## src/rtl/z2_pkg.sv

```systemverilog
// z2_pkg
//    Shared definitions for the Zorro II cycle controller: the state
//    encoding seen on z2_state, the state and error-counter widths, and a
//    saturating increment helper for the error counter.
package z2_pkg;

   localparam int STATE_W   = 3;
   localparam int ERR_CNT_W = 8;

   // Encodings are visible on the z2_state port, so they are fixed explicitly.
   typedef enum logic [STATE_W-1:0] {
      ST_IDLE  = 3'd0,
      ST_START = 3'd1,
      ST_DATA  = 3'd2,
      ST_END   = 3'd3,
      ST_ERR   = 3'd4
   } z2_state_t;

   localparam logic [ERR_CNT_W-1:0] ERR_CNT_MAX = '1;

   // Error counter sticks at its maximum instead of wrapping back to zero.
   function automatic logic [ERR_CNT_W-1:0] err_sat_inc(input logic [ERR_CNT_W-1:0] value);
      return (value == ERR_CNT_MAX) ? value : value + ERR_CNT_W'(1);
   endfunction

endpackage

```

## src/rtl/z2_sync.sv

```systemverilog
// z2_sync
//    Multi-flop synchroniser for one raw asynchronous 68000 bus strobe.
//    Every stage resets to 1 (the strobe's inactive level), so after reset
//    a low strobe has to walk the whole chain before it is seen.
//
// Ports
//    clk   in   sampling clock
//    rst   in   asynchronous active-high reset, forces all stages to 1
//    d     in   raw asynchronous strobe
//    q     out  last synchroniser stage
module z2_sync #(
   parameter int STAGES = 2
) (
   input  logic clk,
   input  logic rst,
   input  logic d,
   output logic q
);

   logic [STAGES-1:0] chain;

   // Shift register: stage 0 samples the raw pin, the top stage is the output.
   always_ff @(posedge clk or posedge rst) begin
      if (rst) begin
         chain <= '1;
      end else begin
         chain <= {chain[STAGES-2:0], d};
      end
   end

   assign q = chain[STAGES-1];

endmodule

```

## src/rtl/z2_cycle_ctrl.sv

```systemverilog
// z2_cycle_ctrl
//    Zorro II slave-side bus cycle controller. Synchronises the 68000
//    strobes, picks one owning target per cycle from the address decoders,
//    waits for that target's ready (or acknowledges fast targets at once),
//    and raises a bus error when a cycle stalls too long.
//
// Ports
//    MEMCLK     in   sole clock, all state on rising edge
//    RESET      in   asynchronous active-high reset
//    AS_n       in   raw address strobe
//    UDS_n      in   raw upper data strobe
//    LDS_n      in   raw lower data strobe
//    RW         in   raw read/write
//    sel        in   per-target address-decode hit
//    ready      in   per-target data-ready acknowledge
//    as_sync    out  synchronised AS_n
//    uds_sync   out  synchronised UDS_n
//    lds_sync   out  synchronised LDS_n
//    rw_sync    out  synchronised RW
//    z2_state   out  current state encoding
//    grant      out  one-hot owner of the current cycle
//    dtack      out  data-transfer acknowledge request
//    berr       out  bus-error request
//    ovr        out  override request, high whenever a cycle is in progress
//    err_count  out  saturating count of timed-out cycles
module z2_cycle_ctrl
   import z2_pkg::*;
#(
   parameter int                     NUM_TARGETS    = 5,
   parameter int                     AS_SYNC_STAGES = 3,
   parameter int                     DS_SYNC_STAGES = 2,
   parameter int                     TIMEOUT_CYCLES = 64,
   parameter logic [NUM_TARGETS-1:0] FAST_MASK      = '0
) (
   input  logic                   MEMCLK,
   input  logic                   RESET,
   input  logic                   AS_n,
   input  logic                   UDS_n,
   input  logic                   LDS_n,
   input  logic                   RW,
   input  logic [NUM_TARGETS-1:0] sel,
   input  logic [NUM_TARGETS-1:0] ready,
   output logic                   as_sync,
   output logic                   uds_sync,
   output logic                   lds_sync,
   output logic                   rw_sync,
   output logic [STATE_W-1:0]     z2_state,
   output logic [NUM_TARGETS-1:0] grant,
   output logic                   dtack,
   output logic                   berr,
   output logic                   ovr,
   output logic [ERR_CNT_W-1:0]   err_count
);

   // A zero timeout disables the timer; keep it one bit wide so it still exists.
   localparam int TIMER_W = (TIMEOUT_CYCLES > 0) ? $clog2(TIMEOUT_CYCLES + 1) : 1;
   localparam logic [TIMER_W-1:0] TIMER_LAST =
      (TIMEOUT_CYCLES > 0) ? TIMER_W'(TIMEOUT_CYCLES - 1) : '0;

   z2_state_t              state;
   z2_state_t              state_next;
   logic [NUM_TARGETS-1:0] grant_next;
   logic [NUM_TARGETS-1:0] sel_lowest;
   logic [TIMER_W-1:0]     timer;
   logic [TIMER_W-1:0]     timer_next;
   logic [ERR_CNT_W-1:0]   err_next;
   logic                   ack_hit;
   logic                   timeout_hit;

   z2_sync #(.STAGES(AS_SYNC_STAGES)) u_sync_as  (.clk(MEMCLK), .rst(RESET), .d(AS_n),  .q(as_sync));
   z2_sync #(.STAGES(DS_SYNC_STAGES)) u_sync_uds (.clk(MEMCLK), .rst(RESET), .d(UDS_n), .q(uds_sync));
   z2_sync #(.STAGES(DS_SYNC_STAGES)) u_sync_lds (.clk(MEMCLK), .rst(RESET), .d(LDS_n), .q(lds_sync));
   z2_sync #(.STAGES(DS_SYNC_STAGES)) u_sync_rw  (.clk(MEMCLK), .rst(RESET), .d(RW),    .q(rw_sync));

   // x & -x isolates the lowest set bit, giving fixed lowest-index priority.
   assign sel_lowest = sel & (~sel + NUM_TARGETS'(1));

   // Only the latched owner can acknowledge; fast targets acknowledge unconditionally.
   assign ack_hit = |(grant & (ready | FAST_MASK));

   // The timer reads TIMER_LAST during the final allowed cycle, so the ERR
   // transition lands on the edge where the count reaches TIMEOUT_CYCLES.
   assign timeout_hit = (TIMEOUT_CYCLES > 0) && (timer >= TIMER_LAST);

   // Next-state logic. Releasing AS always aborts first; in DATA an
   // acknowledge beats a timeout arriving on the same cycle.
   always_comb begin
      state_next = state;
      grant_next = grant;
      timer_next = timer;
      err_next   = err_count;
      unique case (state)
         ST_IDLE: begin
            grant_next = '0;
            if (!as_sync && (|sel)) begin
               state_next = ST_START;
               grant_next = sel_lowest;
               timer_next = '0;
            end
         end
         ST_START: begin
            timer_next = timer + TIMER_W'(1);
            if (as_sync) begin
               state_next = ST_IDLE;
               grant_next = '0;
            end else if (timeout_hit) begin
               state_next = ST_ERR;
               err_next   = err_sat_inc(err_count);
            end else if (!uds_sync || !lds_sync) begin
               state_next = ST_DATA;
            end
         end
         ST_DATA: begin
            timer_next = timer + TIMER_W'(1);
            if (as_sync) begin
               state_next = ST_IDLE;
               grant_next = '0;
            end else if (ack_hit) begin
               state_next = ST_END;
            end else if (timeout_hit) begin
               state_next = ST_ERR;
               err_next   = err_sat_inc(err_count);
            end
         end
         ST_END, ST_ERR: begin
            if (as_sync) begin
               state_next = ST_IDLE;
               grant_next = '0;
            end
         end
         default: begin
            state_next = ST_IDLE;
            grant_next = '0;
         end
      endcase
   end

   // State, owner, timer and error counter registers.
   always_ff @(posedge MEMCLK or posedge RESET) begin
      if (RESET) begin
         state     <= ST_IDLE;
         grant     <= '0;
         timer     <= '0;
         err_count <= '0;
      end else begin
         state     <= state_next;
         grant     <= grant_next;
         timer     <= timer_next;
         err_count <= err_next;
      end
   end

   // Bus requests decode straight from the state register, so they can never
   // overlap and drop the instant reset is asserted.
   assign z2_state = state;
   assign dtack    = (state == ST_END);
   assign berr     = (state == ST_ERR);
   assign ovr      = (state != ST_IDLE);

endmodule

```

## config.mk

```make
export PLATFORM = sky130hd
export DESIGN_NAME = z2_cycle_ctrl
export DESIGN_NICKNAME = d
export VERILOG_FILES = /design/src/rtl/z2_pkg.sv /design/src/rtl/z2_sync.sv /design/src/rtl/z2_cycle_ctrl.sv
export SDC_FILE = /design/constraint.sdc
export NUM_CORES = 1
export LEC_CHECK = 0
export ABC_AREA = 1
export CORE_MARGIN = 2
export CORE_UTILIZATION = 45
export CTS_CLUSTER_DIAMETER = 80
export DETAILED_ROUTE_END_ITERATION = 8
export PLACE_DENSITY = 0.76
export SLEW_MARGIN = 25
export SYNTH_ARGS = -nofsm -noshare
export SYNTH_HDL_FRONTEND = slang
export SYNTH_HIERARCHICAL = 1
export SYNTH_SLANG_ARGS = --single-unit
```

## constraint.sdc

```tcl
create_clock -name MEMCLK -period 1.5 [get_ports MEMCLK]
set_clock_uncertainty 0.2 [all_clocks]
set_input_delay 0.3 -clock MEMCLK [delete_from_list [all_inputs] [get_ports MEMCLK]]
set_output_delay 0.3 -clock MEMCLK [all_outputs]
set_load 0.01 [all_outputs]
```

==> results.md, run 1 <==
* Worst path max stage delay at 0.41 ns
* PwrDens at 1394 nW/µm²
* Most common cell after layout, fill and taps aside: nand2_1
* Iteration-0 DRC Markers at 71
* Initial Util at 0.4658
* Num ports at 39
* Most frequent cells in the layout: 50 x nand2_1, 48 x buf_4, 26 x inv_1, 22 x dfrtp_1, 14 x buf_6
* Final Setup Violations at 25
* Synthesized area per cell at 8.239 µm²
* Rows at 22
* Layout area overhead at 69.04%
* Ys Warns at 6
* Syn Std Cell Area at 1705 µm²
* Final hold violation count at 0
* Total number of H-tree levels at 2
* GP Congestion at 0.7849
* Post-Syn Instances at 207
* DR vias at 1775
* Bufs and invs on worst path at 4
* Tcrit/Tclk final at 1.202
* Clk slew on worst S/H paths at 0.07 ns
* Worst Path Required at 1.53 ns
* PnR Total Power at 4.019 mW
* Yosys top cell by area: dfrtp_1
* CTS Hold Bufs at 0
* Tot GR Track Use at 0.2505
* Min Tclk post-route at 1.803 ns
* CP startpoint kind: register
* Die height at 65.56 µm
* CTS max path bufs at 2
* Diode count at 0
* P_leak at 1.456 nW
* Synth cell types at 27
* Chip width at 65.56 µm
* Critical-path cell list: inv_2, nand2_4, buf_4, buf_4, nand2_2, nand3_2, nand2_2, inv_1, nand3_2, nand2_1, nand2_1
* Seq/Total Area, Yosys at 0.4762
* Yosys top cell area share at 0.3375
* Clock Latency Late Sink at 0.29 ns
* Failing checks: negative setup slack
* RSZ-0062 raised after global routing: yes
* DR vias/cell at 4.944
* Final Slew Violations at 0
* Share of cells above drive strength 1 at 0.4920
* Top cells by area, synth: dfrtp_1 34%, dfstp_2 14%, nand2_1 13%, inv_1 6.6%, nand3_1 4.1%
* Core Box Area at 3661 µm²
* Vias in the first global route at 1808
* Met2 Track Usage GR at 0.4719
* # DRC at 0
* Total global routing overflow at 0
* Setup CP Type: register to register
* First-pass GRT wire length at 7.997 mm
* Dpl hpwl at 2.819 mm
* Remaining antenna violation count after routing at 0
* Met3 global-route usage at 0.05651
* Post-route insts no fill at 359
* Layer with the highest usage: met2
* Max VDD drop at 1.153 mV
* Initial antenna violation count at 0
* Post-DR wirelength/cell at 14.46 µm
* CP delay by family, top: simple AND/OR/NAND/NOR gates
* Hold WC Path Type: input port to register
* Worst Setup End Kind: register
* Outcome: complete, but fails checks
* Largest net degree at the start of global routing at 14
* # port buffers at 38
* Met1 Usage GRT at 0.2671
* Max-capacitance violation count at 0
* Fmax at 554.5 MHz
* CTS tree: yes
* WP data arrival at 1.83 ns
* Slack of the critical path at -0.3034 ns
* Post-synthesis register bit count at 32
* Cts bufs inserted at 5
* Slew headroom at 0.8212
* DRT Pass-1 Iters at 4
* Root Driver: clkbuf_8
* DIE AREA at 4298 µm²
* Syn nets at 225
* Worst slew pin tran at 0.2681 ns
* Nets at 328
* Slowest-stage cell, CP: dfrtp_1
* WL final at 5.191 mm
* Placed Cells at 333
* Crit-path max FO at 3
* Clock sink total at 32
through the flow:
step | setup TNS (ns) | area (µm²) | worst slack (ns) | hold WS [ns] | utilization
2_1_floorplan | -0.9933 | 1727 | -0.1258 | 0.01150 | -
3_3_place_gp | -6.672 | 2460 | -0.3587 | 0.1457 | 0.6719
3_5_place_dp | -7.332 | 2460 | -0.4116 | 0.1475 | 0.6719
4_1_cts | -1.883 | 2766 | -0.1810 | 0.1569 | 0.7556
5_1_grt | -5.456 | 2883 | -0.3596 | 0.1173 | 0.7874
6_report | -4.037 | 2883 | -0.3034 | 0.09781 | 0.7874
cell families (layout without fill, tap and decap cells):
logic type | after synthesis | count (layout) | share of synthesized area
simple gates | 110 | 111 | 0.3052
buf+inv | 34 | 137 | 0.07924
flops | 32 | 32 | 0.4762
compound gates | 20 | 20 | 0.07850
xor+xnor | 9 | 9 | 0.04622
fa+ha+maj | 2 | 2 | 0.01467
routing by layer:
layer	up-vias	routed length, µm
li1	854	-
met1	841	1975
met2	62	2813
met3	18	255
met4	0	146
met5	-	0
layout make-up:
cell class | instances | area (µm²)
clock buffers | 7 | 96.34
multi-input cells | 142 | 952.2
flip-flops and latches | 32 | 813.3
well taps | 48 | 60.06
inverters | 33 | 132.6
repair buffers | 96 | 798.3
clock inverters | 1 | 30.03
fillers | 231 | 778.2
flip-flops by register name (all words and copies together), names as in the netlist:
signal	cells
u_sync_uds/chain	2
u_sync_as/chain	3
err_count	8
timer	7
u_sync_lds/chain	2
u_sync_rw/chain	2
grant	5
z2_state	3
synth_stat cells:
cell type,n
a21oi_2,1
nand3_4,2
a21oi_1,1
nand3_2,2
nor2_1,18
xor2_1,4
dfrtp_1,23
ha_1,2
inv_1,30
inv_2,3
nor3_1,2
nand3b_1,2
o21ai_2,7
nor2_4,1
dfstp_2,9
nand2_1,60
nand2_4,2
nor2_2,2
nand3_1,14
nand4_1,2
buf_6,1
o22ai_1,1
nand2_2,3
o21ai_1,1
o21ai_0,8
o31ai_1,1
xnor2_1,5
worst min-delay path: cells and delay by family:
kind | cells | cell delay, ns
compound gates | 1 | 0.06
buf+inv | 1 | 0.13
simple gates | 1 | 0.06
report_power, final:
| part | leakage [nW] | switching (mW) | internal, mW |
|---|---|---|---|
| Clock | 0.0645 | 0.338 | 0.586 |
| Combinational | 0.990 | 1.04 | 0.976 |
| Sequential | 0.402 | 0.0968 | 0.982 |
timing repair:
item                       CTS  global route
gates cloned                 1             0
setup buffers               16             7
setup endpoints to repair   43            33
pin swaps                   23            13
resized for setup          115            32
final timing paths:
path / from / end / slack, ns / cells past startpoint
worst max-delay path: z2_state[1] / z2_state[0] / -0.30 / 11
worst min-delay path: sel[1] / grant[1] / 0.1 / 3
worst max register to register: z2_state[1] / z2_state[0] / -0.30 / 11
worst min register to register: u_sync_as/chain[1] / u_sync_as/chain[2] / 0.16 / 0
max in group asynchronous: RESET / z2_state[2] / 0.64 / 3
min in group asynchronous: RESET / timer[1] / 0.25 / 3
Note: power is estimated with default switching activity, not from simulation.
==> inputs of run 2 (changes only) <==
--- a/config.mk
+++ b/config.mk
@@ -11,7 +11,7 @@
 export CTS_CLUSTER_DIAMETER = 80
 export DETAILED_ROUTE_END_ITERATION = 8
 export PLACE_DENSITY = 0.76
-export SLEW_MARGIN = 25
+export SLEW_MARGIN = 20
 export SYNTH_ARGS = -nofsm -noshare
 export SYNTH_HDL_FRONTEND = slang
 export SYNTH_HIERARCHICAL = 1
==> results of run 2 <==
Same layout as run 1: the final DEF is identical, and so are final timing and power.
==> inputs of run 3 (changes only) <==
--- a/config.mk
+++ b/config.mk
@@ -10,9 +10,10 @@
 export CORE_UTILIZATION = 45
 export CTS_CLUSTER_DIAMETER = 80
 export DETAILED_ROUTE_END_ITERATION = 8
+export MAX_ROUTING_LAYER = met4
 export PLACE_DENSITY = 0.76
+export SKIP_CTS_REPAIR_TIMING = 1
 export SLEW_MARGIN = 20
 export SYNTH_ARGS = -nofsm -noshare
 export SYNTH_HDL_FRONTEND = slang
-export SYNTH_HIERARCHICAL = 1
 export SYNTH_SLANG_ARGS = --single-unit
==> results.md, run 3 <==
* Largest family of logic cells by synthesized area: simple AND/OR/NAND/NOR gates (unchanged)
* Cts bufs inserted at 5 (unchanged)
* # fillers at 250 (was 231)
* Slew headroom at 0.8120 (was 0.8212)
* Setup slack, reg-to-reg at -0.17 ns (was -0.30 ns)
* Post-DR wirelength/cell at 13.69 µm (was 14.46 µm)
* Remaining antenna violation count after routing at 0 (unchanged)
* Top cells by count, synth: 59 x nand2_1, 27 x inv_1, 23 x dfrtp_1, 17 x nor2_1, 13 x nand3_1 (was 60 x nand2_1, 30 x inv_1, 23 x dfrtp_1, 18 x nor2_1, 14 x nand3_1)
* Post-synth ARST share at 1.000 (unchanged)
* CTS tree: yes (unchanged)
* FF-to-FF End: err_count[6] (was z2_state[0])
* Largest register by flop count: err_count (unchanged)
* Post-synth EDFFs at 0 (unchanged)
* Hold WC Path Type: input port to async pin (was input port to register)
* Largest net degree at the start of global routing at 33 (was 14)
* Core Box Area at 3633 µm² (was 3661 µm²)
* Num ports at 39 (unchanged)
* Clock Latency Late Sink at 0.29 ns (about the same)
* Reg2Reg Depth at 9 (was 11)
* Share of synthesized cell area in and, or, nand and nor gates at 0.2992 (was 0.3052)
* Outcome: complete, but fails checks (unchanged)
* RSZ-0062 raised after global routing: yes (unchanged)
* Synthesized area per cell at 8.385 µm² (was 8.239 µm²)
* Initial antenna violation count at 0 (unchanged)
* Layout area overhead at 65.11% (was 69.04%)
* Final hold violation count at 0 (unchanged)
* DIE AREA at 4251 µm² (was 4298 µm²)
* Yosys top cell by area: dfrtp_1 (unchanged)
* Vias in the first global route at 1677 (was 1808)
* WP data arrival at 1.23 ns (was 1.83 ns)
* PwrDens at 1249 nW/µm² (was 1394 nW/µm²)
* Tcrit/Tclk final at 1.155 (was 1.202)
* Crit path from: z2_state[0] (was z2_state[1])
* Dpl ws at -0.4767 ns (was -0.4116 ns)
* Worst Path Required at 1.00 ns (was 1.53 ns)
* Worst slew pin tran at 0.2817 ns (was 0.2681 ns)
* Clk pwr share at 0.202 (was 0.230)
* Biggest regs: err_count (8), timer (7), grant (5) (unchanged)
* P_int at 2.173 mW (was 2.544 mW)
* Most frequent cells in the layout: 41 x nand2_1, 34 x buf_4, 25 x inv_1, 19 x dfrtp_1, 18 x nand2_2 (was 50 x nand2_1, 48 x buf_4, 26 x inv_1, 22 x dfrtp_1, 14 x buf_6)
* Diode count at 0 (unchanged)
* Adder-cell share of the synthesized area at 0.01485 (was 0.01467)
* CP startpoint kind: register (unchanged)
* Post-synthesis register bit count at 32 (unchanged)
* P_leak at 1.510 nW (was 1.456 nW)
* CTS max path bufs at 2 (unchanged)
* Iteration-0 DRC Markers at 93 (was 71)
* Crit-path max FO at 3 (unchanged)
* Ys Warns at 0 (was 6)
* Setup tns final at -2.680 ns (was -4.037 ns)
* Share of cells above drive strength 1 at 0.4778 (was 0.4920)
* Worst Setup End Kind: primary output (was register)
* First-pass GRT wire length at 7.058 mm (was 7.997 mm)
* Yosys top cell area share at 0.3415 (was 0.3375)
* Tot GR Track Use at 0.2265 (was 0.2505)
* Placed Cells at 327 (was 333)
* Failing checks: negative setup slack (unchanged)
* GP Congestion at 0.9670 (was 0.7849)
* Final Setup Violations at 23 (was 25)
* Count leader, synth: nand2_1 (unchanged)
* Fraction of synthesized cell area in xor and xnor cells at 0.05716 (was 0.04622)
* Max VDD drop at 0.7836 mV (was 1.153 mV)
* Sequential share of power at 0.309 (was 0.268)
* Sw frac at 0.3745 (was 0.3669)
* Initial Util at 0.4638 (was 0.4658)
* Total number of H-tree levels at 2 (unchanged)
* Top cells by area, synth: dfrtp_1 34%, dfstp_2 14%, nand2_1 13%, inv_1 6.0%, nand3_1 3.9% (was dfrtp_1 34%, dfstp_2 14%, nand2_1 13%, inv_1 6.6%, nand3_1 4.1%)
* Gate power share at 0.489 (was 0.502)
* Post-Syn Instances at 201 (was 207)
* DR vias/cell at 4.950 (was 4.944)
* DRT Pass-1 Iters at 4 (unchanged)
* WL final at 4.667 mm (was 5.191 mm)
* # port buffers at 38 (unchanged)
* Most common cell after layout, fill and taps aside: nand2_1 (unchanged)
* Chip width at 65.20 µm (was 65.56 µm)
* Final Slew Violations at 0 (unchanged)
* Max reg flops at 8 (unchanged)
* Seq/Total Area, Yosys at 0.4818 (was 0.4762)
* Rows at 22 (unchanged)
* Clock sink total at 32 (unchanged)
* Nets at 310 (was 328)
* Synth cell types at 28 (was 27)
* Synth Flop Type: dfrtp_1 (unchanged)
* Dpl hpwl at 3.077 mm (was 2.819 mm)
* Critical R2R Launch: z2_state[1] (unchanged)
* Die height at 65.20 µm (was 65.56 µm)
* # DRC at 0 (unchanged)
* Fmax at 577.3 MHz (was 554.5 MHz)
* Total global routing overflow at 0 (unchanged)
* Clk slew on worst S/H paths at 0.07 ns (about the same)
* WHS at 0.1449 ns (was 0.09781 ns)
* Setup CP Type: register to primary output (was register to register)
* Root Driver: clkbuf_8 (unchanged)
* Slack of the critical path at -0.2321 ns (was -0.3034 ns)
* Reported net switching power at 1.301 mW (was 1.475 mW)
* Syn Std Cell Area at 1685 µm² (was 1705 µm²)
* Mux contribution to synthesized area at 0 (unchanged)
* Worst setup endpoint: ovr (was z2_state[0])
* DR vias at 1688 (was 1775)
* Post-route insts no fill at 341 (was 359)
* Syn nets at 219 (was 225)
* Max-capacitance violation count at 0 (unchanged)
* Compound-gate portion of the synthesized area at 0.07572 (was 0.07850)
* Final core utilization at 0.7658 (was 0.7874)
* Min Tclk post-route at 1.732 ns (was 1.803 ns)
-- run 3: cell types whose count changed in the layout (fill, tap and decap cells not counted), moves of 5 or more --
cell             change
buf_4               -14
nand2_1              -9
dlymetal6s2s_1       +8
buf_2                -7
nand2_2              +7
dlygate4sd2_1        -6
clkbuf_2             +5
clkdlybuf4s50_1      +5
o21ai_2              -5
-- run 3: worst max-delay path, cell delays in order (launching register included) --
cell and delay, ns:
dfrtp_1 0.42, inv_2 0.08, nand2_2 0.07, nor2_2 0.12
inv_1 0.07, dlymetal6s2s_1 0.17
-- run 3: how the worst min path moves through the flow --
stage,from,endpoint,slack [ns],cells after the start
floorplan,AS_n,u_sync_as.chain[0],0.10,0
global placement,u_sync_uds.chain[0],u_sync_uds.chain[1],0.15,0
detailed placement,u_sync_lds.chain[0],u_sync_lds.chain[1],0.15,0
CTS,RESET,err_count[3],0.15,3
global route,u_sync_as.chain[1],u_sync_as.chain[2],0.16,0
finish,RESET,err_count[3],0.14,3
-- run 3: kinds of logic (layout without fill, tap and decap cells) --
logic type / after synthesis / in the layout
flip-flops: 32 / 32
adder cells (fa/ha/maj): 2 / 2
AND/OR/NAND/NOR: 106 / 107
AO/OA/AOI/OAI: 20 / 20
buffers and inverters: 30 / 121
XOR/XNOR: 11 / 11
-- run 3: final cells by class --
class / instances / area (µm²) / share of cell area
inverter: 29 / 111.4 / 0.04002
sequential: 32 / 817.0 / 0.2936
multi-input combinational: 140 / 940.9 / 0.3381
timing repair buffer: 84 / 759.5 / 0.2729
clock inverter: 1 / 7.507 / 0.002698
tap: 48 / 60.06 / 0.02158
clock buffer: 7 / 86.33 / 0.03103
-- run 3: metal layers --
layer	up-vias	track usage	wire [µm]
li1	815	-	-
met1	815	0.2486	1907
met2	48	0.3967	2470
met3	10	0.05137	181
met4	0	0.09375	108
met5	-	-	0
-- run 3: metrics by stage --
| stage | power (mW) | instance area [µm²] |
|---|---|---|
| finish | 3.474 | 2783 |
| global route | 3.675 | 2783 |
| CTS | 3.169 | 2544 |
| detailed placement | 2.458 | 2450 |
| global placement | 2.412 | 2450 |
| floorplan | 1.701 | 1704 |
-- run 3: power groups by stage --
stage | clock (mW) | combinational, mW | sequential (mW)
after floorplan | 0 | 0.589 | 1.11
after CTS | 0.715 | 1.40 | 1.06
after detailed placement | 0 | 1.39 | 1.07
final | 0.702 | 1.70 | 1.07
after global placement | 0 | 1.35 | 1.06
after global routing | 0.750 | 1.84 | 1.08
